==> src/rtl/concat_sched_pkg.sv <==
// Shared types, widths and helpers for the concat_sched bit-packing scheduler.
package concat_sched_pkg;

   localparam int unsigned N_SRC = 3;
   localparam int unsigned IN_W  = 6;
   localparam int unsigned OUT_W = 11;
   localparam int unsigned LEN_W = 3;
   localparam int unsigned ACC_W = OUT_W + IN_W - 1;
   localparam int unsigned CNT_W = 5;
   localparam int unsigned IDX_W = 2;

   localparam logic [CNT_W-1:0] OUT_W_C = CNT_W'(OUT_W);
   localparam logic [LEN_W-1:0] IN_W_L  = LEN_W'(IN_W);

   typedef enum logic [1:0] {StRun, StStall, StFlush} state_e;

   // Bitwise 2-of-3 majority; callers zero-extend narrower fields.
   function automatic logic [7:0] maj3(input logic [7:0] a, input logic [7:0] b,
                                       input logic [7:0] c);
      return (a & b) | (a & c) | (b & c);
   endfunction

endpackage

==> src/rtl/concat_rr_arb.sv <==
// Round-robin arbiter: first valid source after ptr_i (with wrap) wins.
module concat_rr_arb
   import concat_sched_pkg::*;
#(
   parameter int unsigned NumSrc = N_SRC
) (
   input  logic [NumSrc-1:0] valid_i,
   input  logic              en_i,
   input  logic [IDX_W-1:0]  ptr_i,
   output logic [NumSrc-1:0] gnt_o,
   output logic [IDX_W-1:0]  idx_o
);

   logic             found;
   logic [IDX_W-1:0] k;

   // Search ptr+1, ptr+2, ... wrapping; the previous winner is visited last.
   always_comb begin
      gnt_o = '0;
      idx_o = ptr_i;
      found = 1'b0;
      k     = '0;
      for (int unsigned i = 1; i <= NumSrc; i++) begin
         k = IDX_W'((32'(ptr_i) + i) % NumSrc);
         if (en_i && !found && valid_i[k]) begin
            found    = 1'b1;
            gnt_o[k] = 1'b1;
            idx_o    = k;
         end
      end
   end

endmodule

==> src/rtl/concat_sched.sv <==
// Round-robin scheduler packing variable-length fragments MSB-first into
// fixed OUT_W-bit words. Define CONCAT_SCHED_TMR_EN to triplicate state,
// cnt and rr_ptr with majority voting and a sticky tmr_err flag.
module concat_sched
   import concat_sched_pkg::*;
(
   input  logic                   clk,
   input  logic                   rst_n,
   input  logic [N_SRC-1:0]       in_valid,
   output logic [N_SRC-1:0]       in_ready,
   input  logic [N_SRC*IN_W-1:0]  in_data,
   input  logic [N_SRC*LEN_W-1:0] in_len,
   input  logic                   flush,
   output logic                   flush_busy,
   output logic                   out_valid,
   input  logic                   out_ready,
   output logic [OUT_W-1:0]       out_data,
   output logic                   out_last,
   output logic [4:0]             fill_level,
   output logic                   tmr_err
);

`ifdef CONCAT_SCHED_TMR_EN
   localparam int unsigned NCopy = 3;
`else
   localparam int unsigned NCopy = 1;
`endif

   state_e           state_q [NCopy];
   logic [CNT_W-1:0] cnt_q   [NCopy];
   logic [IDX_W-1:0] rr_q    [NCopy];
   state_e           state_d, state_v;
   logic [CNT_W-1:0] cnt_d, cnt_v;
   logic [IDX_W-1:0] rr_d, rr_v;

   logic [ACC_W-1:0] acc_q, acc_d, next_acc, mask;
   logic [CNT_W-1:0] next_cnt, len_eff;
   logic [OUT_W-1:0] out_data_q, out_data_d;
   logic             out_valid_q, out_valid_d, out_last_q, out_last_d;
   logic [N_SRC-1:0] gnt;
   logic [IDX_W-1:0] gnt_idx;
   logic [IN_W-1:0]  frag_data;
   logic [LEN_W-1:0] len_raw;
   logic             grant_en, accept, slot_free;

`ifdef CONCAT_SCHED_TMR_EN
   logic [7:0] st_m, cnt_m, rr_m;
   logic       tmr_err_q, tmr_err_d, unused_vote;

   // Majority vote of the three copies; any disagreement latches tmr_err.
   always_comb begin
      st_m      = maj3(8'(state_q[0]), 8'(state_q[1]), 8'(state_q[2]));
      cnt_m     = maj3(8'(cnt_q[0]), 8'(cnt_q[1]), 8'(cnt_q[2]));
      rr_m      = maj3(8'(rr_q[0]), 8'(rr_q[1]), 8'(rr_q[2]));
      state_v   = state_e'(st_m[1:0]);
      cnt_v     = cnt_m[CNT_W-1:0];
      rr_v      = rr_m[IDX_W-1:0];
      tmr_err_d = tmr_err_q
                | (state_q[0] != state_q[1]) | (state_q[1] != state_q[2])
                | (cnt_q[0] != cnt_q[1]) | (cnt_q[1] != cnt_q[2])
                | (rr_q[0] != rr_q[1]) | (rr_q[1] != rr_q[2]);
   end

   assign unused_vote = ^{st_m[7:2], cnt_m[7:CNT_W], rr_m[7:IDX_W]};

   // Sticky voter error, cleared only by reset.
   always_ff @(posedge clk or negedge rst_n) begin
      if (!rst_n) tmr_err_q <= 1'b0;
      else        tmr_err_q <= tmr_err_d;
   end

   assign tmr_err = tmr_err_q;
`else
   assign state_v = state_q[0];
   assign cnt_v   = cnt_q[0];
   assign rr_v    = rr_q[0];
   assign tmr_err = 1'b0;
`endif

   assign grant_en  = (state_v == StRun) && (cnt_v < OUT_W_C) && !flush;
   assign slot_free = !out_valid_q || out_ready;

   concat_rr_arb #(
      .NumSrc (N_SRC)
   ) u_arb (
      .valid_i (in_valid),
      .en_i    (grant_en),
      .ptr_i   (rr_v),
      .gnt_o   (gnt),
      .idx_o   (gnt_idx)
   );

   assign accept = |gnt;

   // Select the granted fragment and append it below the held bits.
   always_comb begin
      frag_data = '0;
      len_raw   = '0;
      for (int k = 0; k < N_SRC; k++) begin
         if (gnt[k]) begin
            frag_data = in_data[k*IN_W +: IN_W];
            len_raw   = in_len[k*LEN_W +: LEN_W];
         end
      end
      len_eff  = (len_raw > IN_W_L) ? CNT_W'(IN_W) : CNT_W'(len_raw);
      mask     = (ACC_W'(1) << len_eff) - ACC_W'(1);
      next_acc = accept ? ((acc_q << len_eff) | (ACC_W'(frag_data) & mask)) : acc_q;
      next_cnt = accept ? (cnt_v + len_eff) : cnt_v;
   end

   // Next-state: word extraction, flush padding and FSM transitions.
   always_comb begin
      state_d     = state_v;
      cnt_d       = next_cnt;
      acc_d       = next_acc;
      rr_d        = accept ? gnt_idx : rr_v;
      out_valid_d = out_valid_q && !out_ready;
      out_data_d  = out_data_q;
      out_last_d  = out_last_q;

      // A full word leaves whenever the output slot is free, in any state.
      if (next_cnt >= OUT_W_C && slot_free) begin
         out_data_d  = OUT_W'(next_acc >> (next_cnt - OUT_W_C));
         out_valid_d = 1'b1;
         out_last_d  = 1'b0;
         cnt_d       = next_cnt - OUT_W_C;
      end

      unique case (state_v)
         StRun: begin
            if (flush)                                 state_d = StFlush;
            else if (cnt_v >= OUT_W_C && !slot_free)   state_d = StStall;
         end
         StStall: begin
            if (slot_free) state_d = StRun;
         end
         StFlush: begin
            if (cnt_v == '0) begin
               state_d = StRun;
            end else if (cnt_v < OUT_W_C && slot_free) begin
               // Left-justify the residue; bits above cnt fall off the top.
               out_data_d  = OUT_W'(acc_q << (OUT_W_C - cnt_v));
               out_valid_d = 1'b1;
               out_last_d  = 1'b1;
               cnt_d       = '0;
               acc_d       = '0;
            end
         end
         default: state_d = StRun;
      endcase
   end

   // State, accumulator and output registers.
   always_ff @(posedge clk or negedge rst_n) begin
      if (!rst_n) begin
         for (int i = 0; i < NCopy; i++) begin
            state_q[i] <= StRun;
            cnt_q[i]   <= '0;
            rr_q[i]    <= IDX_W'(N_SRC - 1);
         end
         acc_q       <= '0;
         out_valid_q <= 1'b0;
         out_data_q  <= '0;
         out_last_q  <= 1'b0;
      end else begin
         for (int i = 0; i < NCopy; i++) begin
            state_q[i] <= state_d;
            cnt_q[i]   <= cnt_d;
            rr_q[i]    <= rr_d;
         end
         acc_q       <= acc_d;
         out_valid_q <= out_valid_d;
         out_data_q  <= out_data_d;
         out_last_q  <= out_last_d;
      end
   end

   assign in_ready   = gnt;
   assign out_valid  = out_valid_q;
   assign out_data   = out_data_q;
   assign out_last   = out_last_q;
   assign flush_busy = (state_v == StFlush);
   assign fill_level = cnt_v;

endmodule

==> config.mk <==
export PLATFORM = sky130hd
export DESIGN_NAME = concat_sched
export DESIGN_NICKNAME = d
export VERILOG_FILES = /design/src/rtl/concat_sched_pkg.sv /design/src/rtl/concat_rr_arb.sv /design/src/rtl/concat_sched.sv
export SDC_FILE = /design/constraint.sdc
export NUM_CORES = 1
export LEC_CHECK = 0
export BUFFER_PORTS_ARGS = -buffer_cell sky130_fd_sc_hd__buf_2
export CORE_ASPECT_RATIO = 1.5
export CORE_MARGIN = 2
export CORE_UTILIZATION = 46
export DETAILED_ROUTE_END_ITERATION = 7
export PLACE_DENSITY = 0.66
export SYNTH_ARGS = -nofsm -noshare
export SYNTH_HDL_FRONTEND = slang
export SYNTH_SLANG_ARGS = --single-unit
==> constraint.sdc <==
create_clock -name clk -period 7.91 [get_ports clk]
set_clock_uncertainty 0.2 [all_clocks]
set_input_delay 0.3955 -clock clk [delete_from_list [all_inputs] [get_ports clk]]
set_output_delay 0.3955 -clock clk [all_outputs]
set_load 0.1 [all_outputs]
==> run metrics <==
FFs w/ async S/R, synth=1.000; Slew @ Worst Pin=0.9369 ns; final period utilization=0.8386; CTS buffer count=5; Hold Buf Count CTS=0; Clock Path Buffers=2; post-CTS setup buffer count=0; die width=84.95 microns; Critical Setup Path Class=flip-flop to flip-flop; Final min period=6.634 ns; synthesized flop and latch total=38; Setup TNS=0 ns; sequential element share of the synthesized area=0.2106; Yosys top cell area share=0.2048; RSZ-0062 raised after global routing=false; Hold Crit Class=primary input to asynchronous set/reset pin; Vias per Instance=6.667; ANT cells=0; Die Y-Extent=125.4 microns; number of global-route vias before repair=4723; critical path depth in cells=22; Multi-input gate area=3279 sq um; critical-path maximum fanout=18; Most used DFF post-synth=dfrtp_1; Critical R2R Launch=fill_level[2]; Synthesized Nets=628; # port buffers=55; max_slew headroom=0.3709; Initial Util=0.4694; syn avg cell area=7.769 sq um; Reg area=952.2 sq um; # IOs=57; post-detail-place hpwl=11880 microns; Slowest cell on crit path=xnor2_1; CP arrival=6.65 ns; ranking of synthesized cells by area=dfrtp_1 (20%), mux2i_1 (9.1%), nor2_1 (5.1%); worst-path cell chain=inv_1 > ha_1 > nand3_1 > nand3_1 > nor2_1 > a21oi_2 > inv_1 > a2111oi_4 > nor2_1 > nor2_1 > ha_1 > fa_1 > xor2_1 > a21oi_1 > xnor2_1 > mux2i_1 > xnor2_1 > nor2_1 > nand2_1 > o22ai_1 > a211o_1 > o21ai_1; Max Cap Violations=0; initial antenna violation count=0; routed length per placed instance=21.85 microns; antenna violation net count after detailed routing=0; global-route wire length before repair=24790 microns; status=complete, no violations; routability cong.=0.9487; Synth top cells by count=nor2_1 (62), nand2_1 (56), a21oi_1 (46); WP buf/inv=2; CTS tree=built; Sink Count=38; die area=10660 sq um; clock-pin slew on the worst setup and hold paths=0.06 ns; Cells after Synth=582; worst-skew pair later-pin latency=0.29 ns; NumNets Final=657; WHS=0.04973 ns; total grt overflow=0; CP top delay family=simple AND/OR/NAND/NOR gates; Max stage delay on crit path=0.77 ns; CP dominant cell by count=nor2_1; WP data required=7.93 ns; Max Slew Vio Count=0; H-tree depth=2; number of library cell types mapped by synthesis=83; gr usage total=0.2920; core area=9634 sq um; largest net degree at the start of global routing=39; Post-synth EDFFs=0; Max Freq=150.7 MHz; P&R area growth vs syn=9.352%; reg2reg path depth=22; vias=4847; CTS Root Cell=clkbuf_16; crit start category=flip-flop; Filler Cell Count=960; post-synth top area cell=dfrtp_1; worst reg2reg path endpoint=out_data[3]; Hold Vio Cnt, Final=0; post_cts resized=0; most frequent cell after synthesis=nor2_1; Synth warnings=0; drt total wl=15890 microns; fraction of layout cells with a size suffix above 1=0.1912; drt pass-1 iters=5; R2R Setup Slk=1.28 ns; Worst Setup End Kind=flip-flop; FP Rows=44; final setup vio count=0; Mapped Area=4522 sq um; DRC Markers=0; Initial DRC Count=437
[worst max-delay path by stage]
stage / startpoint / end / slack, ns
after floorplan: fill_level[2] / out_data[1] / 1.25
after global placement: fill_level[2] / out_data[3] / 1.56
after detailed placement: fill_level[2] / out_data[3] / 1.41
after CTS: fill_level[2] / out_data[3] / 1.35
after global routing: fill_level[1] / out_data[1] / 0.81
final: fill_level[2] / out_data[3] / 1.28
[per-layer routing]
metal,vias to the layer above,track usage,wire length [microns],share of wire
li1,2246,-,-,-
met1,2266,0.3510,6024,0.38
met2,274,0.4936,7748,0.49
met3,61,0.03036,1003,0.063
met4,0,0.1765,1109,0.070
met5,-,0,0,0
[cell usage in the layout, fill, tap and decap left out, drive strengths merged, types with 12 or more instances in the layout]
| cell type | synthesis | layout |
|---|---|---|
| buf | 24 | 64 |
| mux2 | 15 | 15 |
| nand3 | 31 | 31 |
| inv | 17 | 17 |
| o21ai | 32 | 32 |
| nor3 | 12 | 12 |
| dfrtp | 37 | 37 |
| a221oi | 12 | 12 |
| nand2 | 59 | 59 |
| nor2 | 63 | 63 |
| a21oi | 48 | 48 |
| mux2i | 42 | 42 |
| a31oi | 13 | 13 |
[stage by stage]
stage	area (sq um)	setup WS [ns]	util	cells
final	4945	1.276	0.5132	727
after floorplan	4522	1.251	-	582
after detailed placement	4793	1.414	0.4975	719
after global placement	4793	1.555	0.4975	719
after global routing	4945	0.8111	0.5132	727
after CTS	4945	1.346	0.5132	727
[cell type report]
cell class,count,share of cell area
Clock buffer,6,0.02809
Clock inverter,2,0.002530
Inverter,18,0.01518
Multi-Input combinational cell,484,0.6632
Sequential cell,38,0.1926
Tap cell,115,0.02910
Timing Repair Buffer,64,0.06933
[cell families (layout without fill, tap and decap cells)]
| family | after synthesis | after routing | synth area share |
|---|---|---|---|
| DFF | 38 | 38 | 0.2106 |
| adders and majority gates | 12 | 12 | 0.03486 |
| muxes | 57 | 57 | 0.1339 |
| other | 1 | 1 | 0.0008293 |
| xor gates and xnor gates | 12 | 12 | 0.02324 |
| buffers and inverters | 60 | 90 | 0.06419 |
| AOI/OAI and AO/OA | 193 | 193 | 0.3152 |
| and+or+nand+nor | 209 | 209 | 0.2172 |
[registers in the layout (all words and copies together) (netlist names)]
| name | count |
|---|---|
| rr_q | 2 |
| state_q | 2 |
| out_last | 1 |
| out_data | 11 |
| acc_q | 16 |
| out_valid | 1 |
| fill_level | 5 |
[worst register-to-register path: stages, from the launching register on]
cell and delay [ns]:
dfrtp_1 0.67, inv_1 0.19, ha_1 0.24, nand3_1 0.17, nand3_1 0.24, nor2_1 0.32, a21oi_2 0.24, inv_1 0.27
a2111oi_4 0.14, nor2_1 0.68, nor2_1 0.13, ha_1 0.27, fa_1 0.42, xor2_1 0.20, a21oi_1 0.25, xnor2_1 0.15
mux2i_1 0.13, xnor2_1 0.77, nor2_1 0.25, nand2_1 0.13, o22ai_1 0.08, a211o_1 0.28, o21ai_1 0.13
Power is not shown: default switching activity piles up to over one toggle a cycle in this logic, so the estimate is an artifact.
